==> src/rtl/signed_addsub_seq_if.sv <==
// Operation request / result bundle for the chunk-serial signed add/subtract unit.
interface signed_addsub_seq_if #(
  parameter int unsigned WIDTH = 8
);
  logic             start;
  logic             op;
  logic             sat_en;
  logic [WIDTH-1:0] x;
  logic [WIDTH-1:0] y;
  logic             busy;
  logic             done;
  logic [WIDTH-1:0] result;
  logic [WIDTH:0]   result_ext;
  logic             ovf;

  modport master (
    output start, op, sat_en, x, y,
    input  busy, done, result, result_ext, ovf
  );

  modport slave (
    input  start, op, sat_en, x, y,
    output busy, done, result, result_ext, ovf
  );
endinterface

==> src/rtl/signed_addsub_seq.sv <==
// Signed add/subtract processed CHUNK bits per clock, LSB slice first, with an
// exact WIDTH+1 result, overflow flag and optional saturation.
module signed_addsub_seq #(
  parameter int unsigned WIDTH = 8,
  parameter int unsigned CHUNK = 4
) (
  input  logic               clk,
  input  logic               rst,
  signed_addsub_seq_if.slave bus
);
  localparam int unsigned NCHUNK = WIDTH / CHUNK;
  localparam int unsigned IDXW   = (NCHUNK > 1) ? $clog2(NCHUNK) : 1;
  localparam logic [IDXW-1:0] IDX_LAST = IDXW'(NCHUNK - 1);

  typedef enum logic [1:0] {S_IDLE, S_BUSY, S_DONE} state_t;

  state_t           r_state, w_state_nxt;
  logic             w_load, w_step, w_last;

  logic [WIDTH-1:0] r_x, r_y, r_sum;
  logic             r_op, r_sat, r_carry;
  logic [IDXW-1:0]  r_idx;
  logic             r_busy, r_done, r_ovf;
  logic [WIDTH-1:0] r_result;
  logic [WIDTH:0]   r_result_ext;

  logic [CHUNK-1:0] w_xs, w_ys_raw, w_ys;
  logic             w_cin, w_y_msb;
  logic [CHUNK:0]   w_slice;
  logic [WIDTH-1:0] w_sum_full, w_res;
  logic [WIDTH:0]   w_ext;
  logic             w_ovf;

  // State register
  always_ff @(posedge clk) begin
    if (rst) r_state <= S_IDLE;
    else     r_state <= w_state_nxt;
  end

  // Next-state and control decode
  always_comb begin
    w_state_nxt = r_state;
    w_load      = 1'b0;
    w_step      = 1'b0;
    w_last      = 1'b0;
    case (r_state)
      S_IDLE: begin
        if (bus.start) begin
          w_load      = 1'b1;
          w_state_nxt = S_BUSY;
        end
      end
      S_BUSY: begin
        w_step = 1'b1;
        if (r_idx == IDX_LAST) begin
          w_last      = 1'b1;
          w_state_nxt = S_DONE;
        end
      end
      S_DONE: begin
        if (bus.start) begin
          w_load      = 1'b1;
          w_state_nxt = S_BUSY;
        end else begin
          w_state_nxt = S_IDLE;
        end
      end
      default: w_state_nxt = S_IDLE;
    endcase
  end

  // Slice adder; subtraction inverts y per slice and injects carry 1 into slice 0
  always_comb begin
    w_xs     = CHUNK'(r_x >> (int'(r_idx) * CHUNK));
    w_ys_raw = CHUNK'(r_y >> (int'(r_idx) * CHUNK));
    w_ys     = r_op ? ~w_ys_raw : w_ys_raw;
    w_cin    = (r_idx == '0) ? r_op : r_carry;
    w_slice  = {1'b0, w_xs} + {1'b0, w_ys} + {{CHUNK{1'b0}}, w_cin};
    w_sum_full = r_sum;
    w_sum_full[int'(r_idx) * CHUNK +: CHUNK] = w_slice[CHUNK-1:0];
    // Top bit of the sign-extended sum: sign bits plus the carry out of the MSB
    w_y_msb  = r_op ? ~r_y[WIDTH-1] : r_y[WIDTH-1];
    w_ext    = {r_x[WIDTH-1] ^ w_y_msb ^ w_slice[CHUNK], w_sum_full};
    w_ovf    = w_ext[WIDTH] ^ w_ext[WIDTH-1];
    w_res    = w_ext[WIDTH-1:0];
    if (r_sat && w_ovf) begin
      w_res = w_ext[WIDTH] ? {1'b1, {(WIDTH-1){1'b0}}} : {1'b0, {(WIDTH-1){1'b1}}};
    end
  end

  // Operand latch, slice accumulation and result registers
  always_ff @(posedge clk) begin
    if (rst) begin
      r_x          <= '0;
      r_y          <= '0;
      r_op         <= 1'b0;
      r_sat        <= 1'b0;
      r_sum        <= '0;
      r_carry      <= 1'b0;
      r_idx        <= '0;
      r_result     <= '0;
      r_result_ext <= '0;
      r_ovf        <= 1'b0;
      r_busy       <= 1'b0;
      r_done       <= 1'b0;
    end else begin
      if (w_load) begin
        r_x     <= bus.x;
        r_y     <= bus.y;
        r_op    <= bus.op;
        r_sat   <= bus.sat_en;
        r_carry <= 1'b0;
        r_idx   <= '0;
      end else if (w_step) begin
        r_sum   <= w_sum_full;
        r_carry <= w_slice[CHUNK];
        r_idx   <= r_idx + 1'b1;
      end
      if (w_last) begin
        r_result     <= w_res;
        r_result_ext <= w_ext;
        r_ovf        <= w_ovf;
      end
      r_busy <= (w_state_nxt == S_BUSY);
      r_done <= (w_state_nxt == S_DONE);
    end
  end

  assign bus.busy       = r_busy;
  assign bus.done       = r_done;
  assign bus.result     = r_result;
  assign bus.result_ext = r_result_ext;
  assign bus.ovf        = r_ovf;
endmodule

==> src/flat_wrapper.sv <==
// flat-port wrapper written by rule: the top's interface ports become plain ports
module signed_addsub_seq_flat 
#(
  parameter int unsigned WIDTH = 8,
  parameter int unsigned CHUNK = 4
)
  (clk, rst, bus_start, bus_op, bus_sat_en, bus_x, bus_y, bus_busy, bus_done, bus_result, bus_result_ext, bus_ovf);
  signed_addsub_seq_if #(.WIDTH(WIDTH)) bus_i ();
  input  logic clk;
  input  logic rst;
  input wire logic [$bits(bus_i.start)-1:0] bus_start;
  input wire logic [$bits(bus_i.op)-1:0] bus_op;
  input wire logic [$bits(bus_i.sat_en)-1:0] bus_sat_en;
  input wire logic [$bits(bus_i.x)-1:0] bus_x;
  input wire logic [$bits(bus_i.y)-1:0] bus_y;
  output wire logic [$bits(bus_i.busy)-1:0] bus_busy;
  output wire logic [$bits(bus_i.done)-1:0] bus_done;
  output wire logic [$bits(bus_i.result)-1:0] bus_result;
  output wire logic [$bits(bus_i.result_ext)-1:0] bus_result_ext;
  output wire logic [$bits(bus_i.ovf)-1:0] bus_ovf;
  assign bus_i.start = bus_start;
  assign bus_i.op = bus_op;
  assign bus_i.sat_en = bus_sat_en;
  assign bus_i.x = bus_x;
  assign bus_i.y = bus_y;
  assign bus_busy = bus_i.busy;
  assign bus_done = bus_i.done;
  assign bus_result = bus_i.result;
  assign bus_result_ext = bus_i.result_ext;
  assign bus_ovf = bus_i.ovf;
  signed_addsub_seq #(.WIDTH(WIDTH), .CHUNK(CHUNK)) u_core (.clk(clk), .rst(rst), .bus(bus_i));
endmodule
==> config.mk <==
export PLATFORM = sky130hd
export DESIGN_NAME = signed_addsub_seq_flat
export DESIGN_NICKNAME = d
export VERILOG_FILES = /design/src/rtl/signed_addsub_seq_if.sv /design/src/rtl/signed_addsub_seq.sv /design/src/flat_wrapper.sv
export SDC_FILE = /design/constraint.sdc
export NUM_CORES = 1
export LEC_CHECK = 0
export ABC_AREA = 1
export CORE_AREA = 2 2 70 72
export CTS_CLUSTER_SIZE = 10
export DETAILED_ROUTE_END_ITERATION = 10
export DIE_AREA = 0 0 72 74
export PLACE_DENSITY_LB_ADDON = 0.2
export REMOVE_ABC_BUFFERS = 1
export SYNTH_ARGS = -nofsm -noshare
export SYNTH_HDL_FRONTEND = slang
export SYNTH_SLANG_ARGS = --single-unit
==> constraint.sdc <==
create_clock -name clk -period 3.7 [get_ports clk]
set_clock_uncertainty 0.15 [all_clocks]
set_input_delay 0.555 -clock clk [delete_from_list [all_inputs] [get_ports clk]]
set_output_delay 0.555 -clock clk [all_outputs]
set_load 0.01 [all_outputs]
==> results of run 1 <==
-- sequential cells by signal, summed over array words and instances, names as in the netlist, 2 cells and up --
register / flops
u_core.r_x: 8
u_core.bus.result_ext: 9
u_core.r_sum: 8
u_core.r_state: 2
u_core.r_y: 8
u_core.bus.result: 8
-- synthesized netlist by cell type --
cell      count
nor2_4        1
buf_2         1
inv_1        36
o21ai_0      52
xnor2_1       1
nor2_8        2
a21o_1        1
xor2_1        4
or2_2         1
nand2_4       3
a21oi_2       7
o211ai_1      2
ha_1          3
a21oi_1      20
nand3_2       2
nor2_1       32
inv_2         4
dfxtp_1      50
mux2i_1       1
fa_1          2
clkinv_1      1
nand2_2       3
clkbuf_1     10
nand3_1      13
o21ai_1       1
buf_1         2
nand2_1      55
-- power by group through the flow --
| stage | Clock [W] | Sequential, W | Combinational, W |
|---|---|---|---|
| 6_report | 0.000384 | 0.000587 | 0.000280 |
| 3_3_place_gp | 0 | 0.000599 | 0.000275 |
| 3_5_place_dp | 0 | 0.000600 | 0.000281 |
| 4_1_cts | 0.000392 | 0.000587 | 0.000282 |
| 5_1_grt | 0.000412 | 0.000591 | 0.000319 |
| 2_1_floorplan | 0 | 0.000601 | 0.000193 |
-- layout make-up --
cell class	instances	area (um2)	area share
Inverter	41	154	0.0540
Tap cell	54	67.6	0.0237
Multi-Input combinational cell	206	1100	0.387
Clock inverter	2	37.5	0.0132
Timing Repair Buffer	42	415	0.146
Clock buffer	6	72.6	0.0255
Sequential cell	50	1000	0.351
-- kinds of logic after synthesis --
family                     after synthesis  share of synthesized area
and+or+nand+nor                        112                      0.226
AOI/OAI and AO/OA                       83                      0.195
buffers and inverters                   54                     0.0884
DFF                                     50                      0.434
xor gates and xnor gates                 5                     0.0190
adders and majority gates                5                     0.0336
muxes                                    1                    0.00434
-- final timing paths --
kind / to / start / slack [ns]
hold reg to reg: u_core.bus.result_ext[5]$_SDFFE_PP0P_ / u_core.bus.result_ext[5]$_SDFFE_PP0P_ / 0.30
setup / recovery: u_core.bus.result[1]$_SDFFE_PP0P_ / u_core.r_idx$_SDFFE_PP0N_ / 0.92
hold / removal: u_core.bus.result_ext[5]$_SDFFE_PP0P_ / u_core.bus.result_ext[5]$_SDFFE_PP0P_ / 0.30
setup reg to reg: u_core.bus.result[1]$_SDFFE_PP0P_ / u_core.r_idx$_SDFFE_PP0N_ / 0.92
-- critical path, stage by stage, from the launching register on --
cell,delay (ns)
dfxtp_1,0.35
buf_4,0.24
nand2_1,0.08
nand2_1,0.08
xor2_1,0.08
fa_1,0.47
fa_1,0.43
nor2_1,0.12
nor2_1,0.07
nand3_1,0.13
nand2_4,0.08
nand2_2,0.08
nand3_2,0.14
nand2_1,0.11
a21oi_2,0.05
-- layer usage --
metal | vias up | global-route usage | share of wire | wire, um
met2 | 38 | 0.321 | 0.49 | 2240
met3 | 12 | 0.0420 | 0.033 | 149
met5 | - | 0 | 0 | 0
met4 | 0 | 0.0818 | 0.021 | 94
met1 | 860 | 0.235 | 0.46 | 2080
li1 | 1056 | - | - | -
-- through the flow --
stage | cell area [um2] | hold slack [ns] | util | setup slack [ns]
final | 2850 | 0.297 | 0.620 | 0.921
after global routing | 2850 | 0.318 | 0.620 | 0.699
after CTS | 2850 | 0.302 | 0.620 | 0.897
after detailed placement | 2740 | 0.289 | 0.596 | 0.928
after global placement | 2740 | 0.282 | 0.596 | 0.998
after floorplan | 2260 | 0.276 | - | 0.745
==> metrics, run 1 <==
count of routing violations after the opening detailed-route iteration slightly above 90; power per cell area approximately 440 mW/mm2; fraction of layout cells with a size suffix above 1 0.0922; maximum number of pins on one net before global-route repair 28; antenna-violating nets left 0; endpoint required time on the critical path roughly 3.8 ns; die area 0.00533 mm2; Min Clock Period, post-route about 2.8 ns; part of the total power dissipated in sequential elements 0.469; proportion of power drawn by the clock network 0.307; width of the die 72 um; # port buffers 40; GRT overflow 0; static leakage power between 1 and 1.5 nW; total chip power between 0.001 and 0.0015 W; first-pass detailed-route iteration total 4; num ports 41; total number of nets in the final design around 370; depth of the worst register-to-register path 14; Bufs on Longest Clock Path 2; vias per inst 4.90; Setup TNS 0 ns; sequential fraction of the synthesis area 0.434; Clock transition at path regs approximately 0.090 ns; internal power approximately 0.0009 W; number of vias after detailed routing 1,966; die outline height roughly 74 um; post-layout instance count excluding filler cells 401; number of placement rows 25; overall routing resource usage 0.190; detailed placement HPWL 3310 um; global placer's final weighted congestion approximately 0.8; initial antenna violation count 0; filler cell count in the final layout between 400 and 500; slew at the pin closest to its max-slew limit 0.727 ns; unrepaired setup endpoints after global routing no; clock buffers created by TritonCTS 5; total net switching power about 0.00037 W; Yosys reg bits 50; worst vdd rail ir drop roughly 0.21 mV; number of remaining DRC errors 0; category of the critical setup timing path flop to flop; Final period util 0.751; Switching Share 0.295; antenna fix cells 0; Worst slew margin 0.514; peak clock frequency supported by timing ~0.36 GHz; count of endpoints failing hold in the final timing report 0; Critical Path Source Type flop; most common cell after layout, fill and taps aside nand2_1; depth of the CTS H-tree 2; synthesized instance count between 300 and 400; synthesized cell area ~0.0023 mm2; hold buffers post-CTS 0; Root Buffer Master clkbuf_8; Post-Place Cells about 400; Wirelength per Cell between 10 and 15 um; post-cts resize count 0; Core Footprint around 0.0046 mm2; top library cells by usage in the layout, fill and taps aside nand2_1, o21ai_0, dfxtp_1, clkdlybuf4s50_1, inv_1; most area-consuming cells after synthesis dfxtp_1, o21ai_0, nand2_1; run status finished, final reports clean; area growth from synthesis to layout 23.5%; Comb power frac 0.224; Routed Wire Length between 4000 and 5000 um; final-report max-slew violation count 0; class of the tightest hold or removal check flop to flop; Yosys warning count 0; effective utilization at floorplan 0.502; maximum fanout along the worst path 21; Netlist cell types 27; clock tree sinks 50; setup bufs post-CTS 0; number of cells traversed by the worst hold path 2; clock network latency to the later pin of the worst-skew pair about 0.3 ns; portion of synthesized cell area occupied by the leading cell type 0.434; clock tree from TritonCTS yes; arrival time at the worst endpoint between 2 and 3 ns; wire length of the first global-routing pass between 7000 and 8000 um; Critical Path End Type flop; Max Cap Violations 0; synthesized area per cell 7.44 um2; most area-hungry cell type in the Yosys netlist dfxtp_1; vias in the first global route approximately 1,800; Final Setup Violations 0
Note: power is estimated with default switching activity, not from simulation.
==> inputs of run 2 (changes only) <==
Settings changed: CORE_AREA 2 2 70 72 to 2 2 74 76, DIE_AREA 0 0 72 74 to 0 0 76 78.
Clock period 3.7 ns to 2.43 ns, I/O delays scaled along.
==> run 2 against run 1 <==
  * The flow now finishes with violations (negative setup slack)
  * Via count up 6.0%
  * Non-clock buffer count increased by 17
  * Combinational power increased by 96%
  * First-iteration DRC count is 42% lower
  * Fmax up 11%
  * Sequential power grew 52%
  * Register-to-register slack worse by 0.99 ns
  * Flip-flop and latch count unchanged
  * Setup slack got worse by 0.99 ns
  * Clock-buffer cell count down 1
  * Critical endpoint is now u_core.bus.result[6]$_SDFFE_PP0P_
  * Largest cell class unchanged
==> metrics, run 2 (synthesis results as in run 1) <==
final-report max-slew violation count 0 (unchanged); Routed Wire Length 4910 um (+7.6%); number of vias after detailed routing 2,084 (+6.0%); slew at the pin closest to its max-slew limit 0.383 ns (-0.344 ns); peak clock frequency supported by timing 0.400 GHz (+11%); Bufs on Longest Clock Path 2 (unchanged); launch point of the worst hold path u_core.bus.result_ext[4]$_SDFFE_PP0P_; arrival time at the worst endpoint 2.59 ns (-0.23 ns); Clock transition at path regs 0.09 ns (about the same); static leakage power 1.33 nW (+9.6%); Final Setup Violations 8 (+8); class of the tightest hold or removal check flop to flop; area growth from synthesis to layout 34.5%; Final Worst Setup Slack -0.0672 ns (-0.988 ns); post-layout instance count excluding filler cells 434 (+8.2%); Worst slew margin 0.745 (+0.230); die area 0.00593 mm2 (+11%); maximum number of pins on one net before global-route repair 25 (-11%); Final period util 1.03 (+0.277); clock tree sinks 50 (unchanged); maximum fanout along the worst path 7 (-67%); num ports 41 (unchanged); width of the die 76 um (+5.6%); endpoint required time on the critical path 2.52 ns (-1.23 ns); filler cell count in the final layout 469 (+5.6%); wire length of the first global-routing pass 8580 um (+8.1%); clock network latency to the later pin of the worst-skew pair 0.30 ns (about the same); vias in the first global route 2,066 (+14%); initial antenna violation count 0 (unchanged); Core Footprint 0.00504 mm2 (+9.7%); unrepaired setup endpoints after global routing yes; number of placement rows 26 (+4.0%); depth of the worst register-to-register path 13 (-1); clock buffers created by TritonCTS 5 (unchanged); top library cells by usage in the layout, fill and taps aside nand2_1, dfxtp_1, o21ai_0, clkdlybuf4s50_1, inv_1; detailed placement HPWL 3610 um (+9.0%); overall routing resource usage 0.175 (-0.0144); number of remaining DRC errors 0 (unchanged); worst reg2reg path startpoint u_core.r_idx$_SDFFE_PP0N_; Critical Path End Type flop; GRT overflow 0 (unchanged); Setup TNS -0.428 ns (-0.428 ns); depth of the CTS H-tree 2 (unchanged); total number of nets in the final design 389 (+4.6%); Hold EP u_core.bus.result_ext[4]$_SDFFE_PP0P_; RR Endpoint u_core.bus.result[6]$_SDFFE_PP0P_; hold buffers post-CTS 0 (unchanged); Wirelength per Cell 11.3 um (-0.57%); area of combinational cells with multiple inputs 0.00118 mm2 (+7.3%); run status complete, but fails checks; antenna-violating nets left 0 (unchanged); first-pass detailed-route iteration total 4 (unchanged); Root Buffer Master clkbuf_8; Max Cap Violations 0 (unchanged); count of endpoints failing hold in the final timing report 0 (unchanged); max reg flops 9 (unchanged); most common cell after layout, fill and taps aside nand2_1; power per cell area 652 mW/mm2 (+49%); Min Clock Period, post-route 2.50 ns (-0.282 ns); number of cells traversed by the worst hold path 2 (unchanged); Post-Place Cells 422 (+7.4%); Critical Path Source Type flop; global placer's final weighted congestion 0.841 (+3.0%); footprint of the flip-flops and latches 0.00100 mm2 (+0.37%); category of the critical setup timing path flop to flop; count of routing violations after the opening detailed-route iteration 53 (-42%); vias per inst 4.80 (-2.1%); worst reg2reg setup slack -0.07 ns (-0.99 ns); clock tree from TritonCTS yes; effective utilization at floorplan 0.458 (-0.0442); antenna fix cells 0 (unchanged); violated checks negative setup slack; die outline height 78 um (+5.4%); worst vdd rail ir drop 0.373 mV (+77%); # port buffers 40 (unchanged); fraction of layout cells with a size suffix above 1 0.187 (+0.0946)
-- run 2: changes by cell type in the layout (fill, tap and decap cells not counted), sizes merged --
cell      change
buf          +17
clkbuf        -1
clkinvlp      +1
-- run 2: repair_timing --
item,in CTS,in global routing
resized for setup,20,11
gates cloned,0,0
pin swaps,14,3
endpoints found under the setup margin,13,13
setup buffers,2,2
endpoints found under the hold margin,0,0
-- run 2: cell type report --
type / count / share of cell area
multi-input cells: 206 / 0.381
flip-flops and latches: 50 / 0.324
repair buffers: 59 / 0.180
inverters: 41 / 0.0508
well taps: 70 / 0.0282
clock buffers: 5 / 0.0222
clock inverters: 3 / 0.0145
-- run 2: critical path, stage by stage (launching register included) --
cell and delay (ns):
dfxtp_4 0.37, buf_6 0.13, mux2i_2 0.16, fa_2 0.39
fa_2 0.40, nor2_4 0.11, nor2_4 0.05, clkinv_2 0.06
nand3_2 0.08, nand2_4 0.11, nand2_4 0.07, nor2_8 0.14
nor2_8 0.06, a21oi_2 0.14
-- run 2: power by group --
| group | leakage [nW] | internal, W | total, W | switching, W |
|---|---|---|---|---|
| Sequential | 0.410 | 0.000867 | 0.000893 | 0.0000258 |
| Combinational | 0.870 | 0.000244 | 0.000550 | 0.000306 |
| Clock | 0.0504 | 0.000306 | 0.000582 | 0.000276 |
| Total | 1.33 | 0.00142 | 0.00203 | 0.000608 |
-- run 2: worst max path at each step --
stage	slack [ns]	startpoint	end
2_1_floorplan	-0.53	u_core.r_idx$_SDFFE_PP0N_	u_core.bus.result[0]$_SDFFE_PP0P_
3_3_place_gp	-0.10	u_core.r_idx$_SDFFE_PP0N_	u_core.bus.result[4]$_SDFFE_PP0P_
3_5_place_dp	-0.19	u_core.r_idx$_SDFFE_PP0N_	u_core.bus.result[2]$_SDFFE_PP0P_
4_1_cts	-0.01	u_core.r_idx$_SDFFE_PP0N_	u_core.bus.result[1]$_SDFFE_PP0P_
5_1_grt	-0.21	u_core.r_idx$_SDFFE_PP0N_	u_core.bus.result[1]$_SDFFE_PP0P_
6_report	-0.07	u_core.r_idx$_SDFFE_PP0N_	u_core.bus.result[6]$_SDFFE_PP0P_
-- run 2: through the flow --
step                utilization  area [um2]  setup slack, ns  power, W  hold slack, ns
finish                    0.616        3100          -0.0672   0.00203           0.300
global route              0.616        3100           -0.206   0.00214           0.333
CTS                       0.606        3060          -0.0107   0.00202           0.304
detailed placement        0.567        2860           -0.188   0.00140           0.290
global placement          0.567        2860           -0.100   0.00138           0.282
floorplan                     -        2260           -0.525   0.00121           0.276
-- run 2: metal layers --
layer,wire (um),GRT usage,part of all wire,vias up
li1,-,-,-,1093
met1,2140,0.193,0.44,938
met2,2490,0.335,0.51,43
met3,170,0.0360,0.035,10
met4,107,0.0582,0.022,0
met5,0,0,0,-
==> inputs of run 3 (changes only) <==
Settings changed: ABC_CLOCK_PERIOD_IN_PS set to 2430.
==> results of run 3 <==
Same layout as run 2: the final DEF is identical, and so are final timing and power.
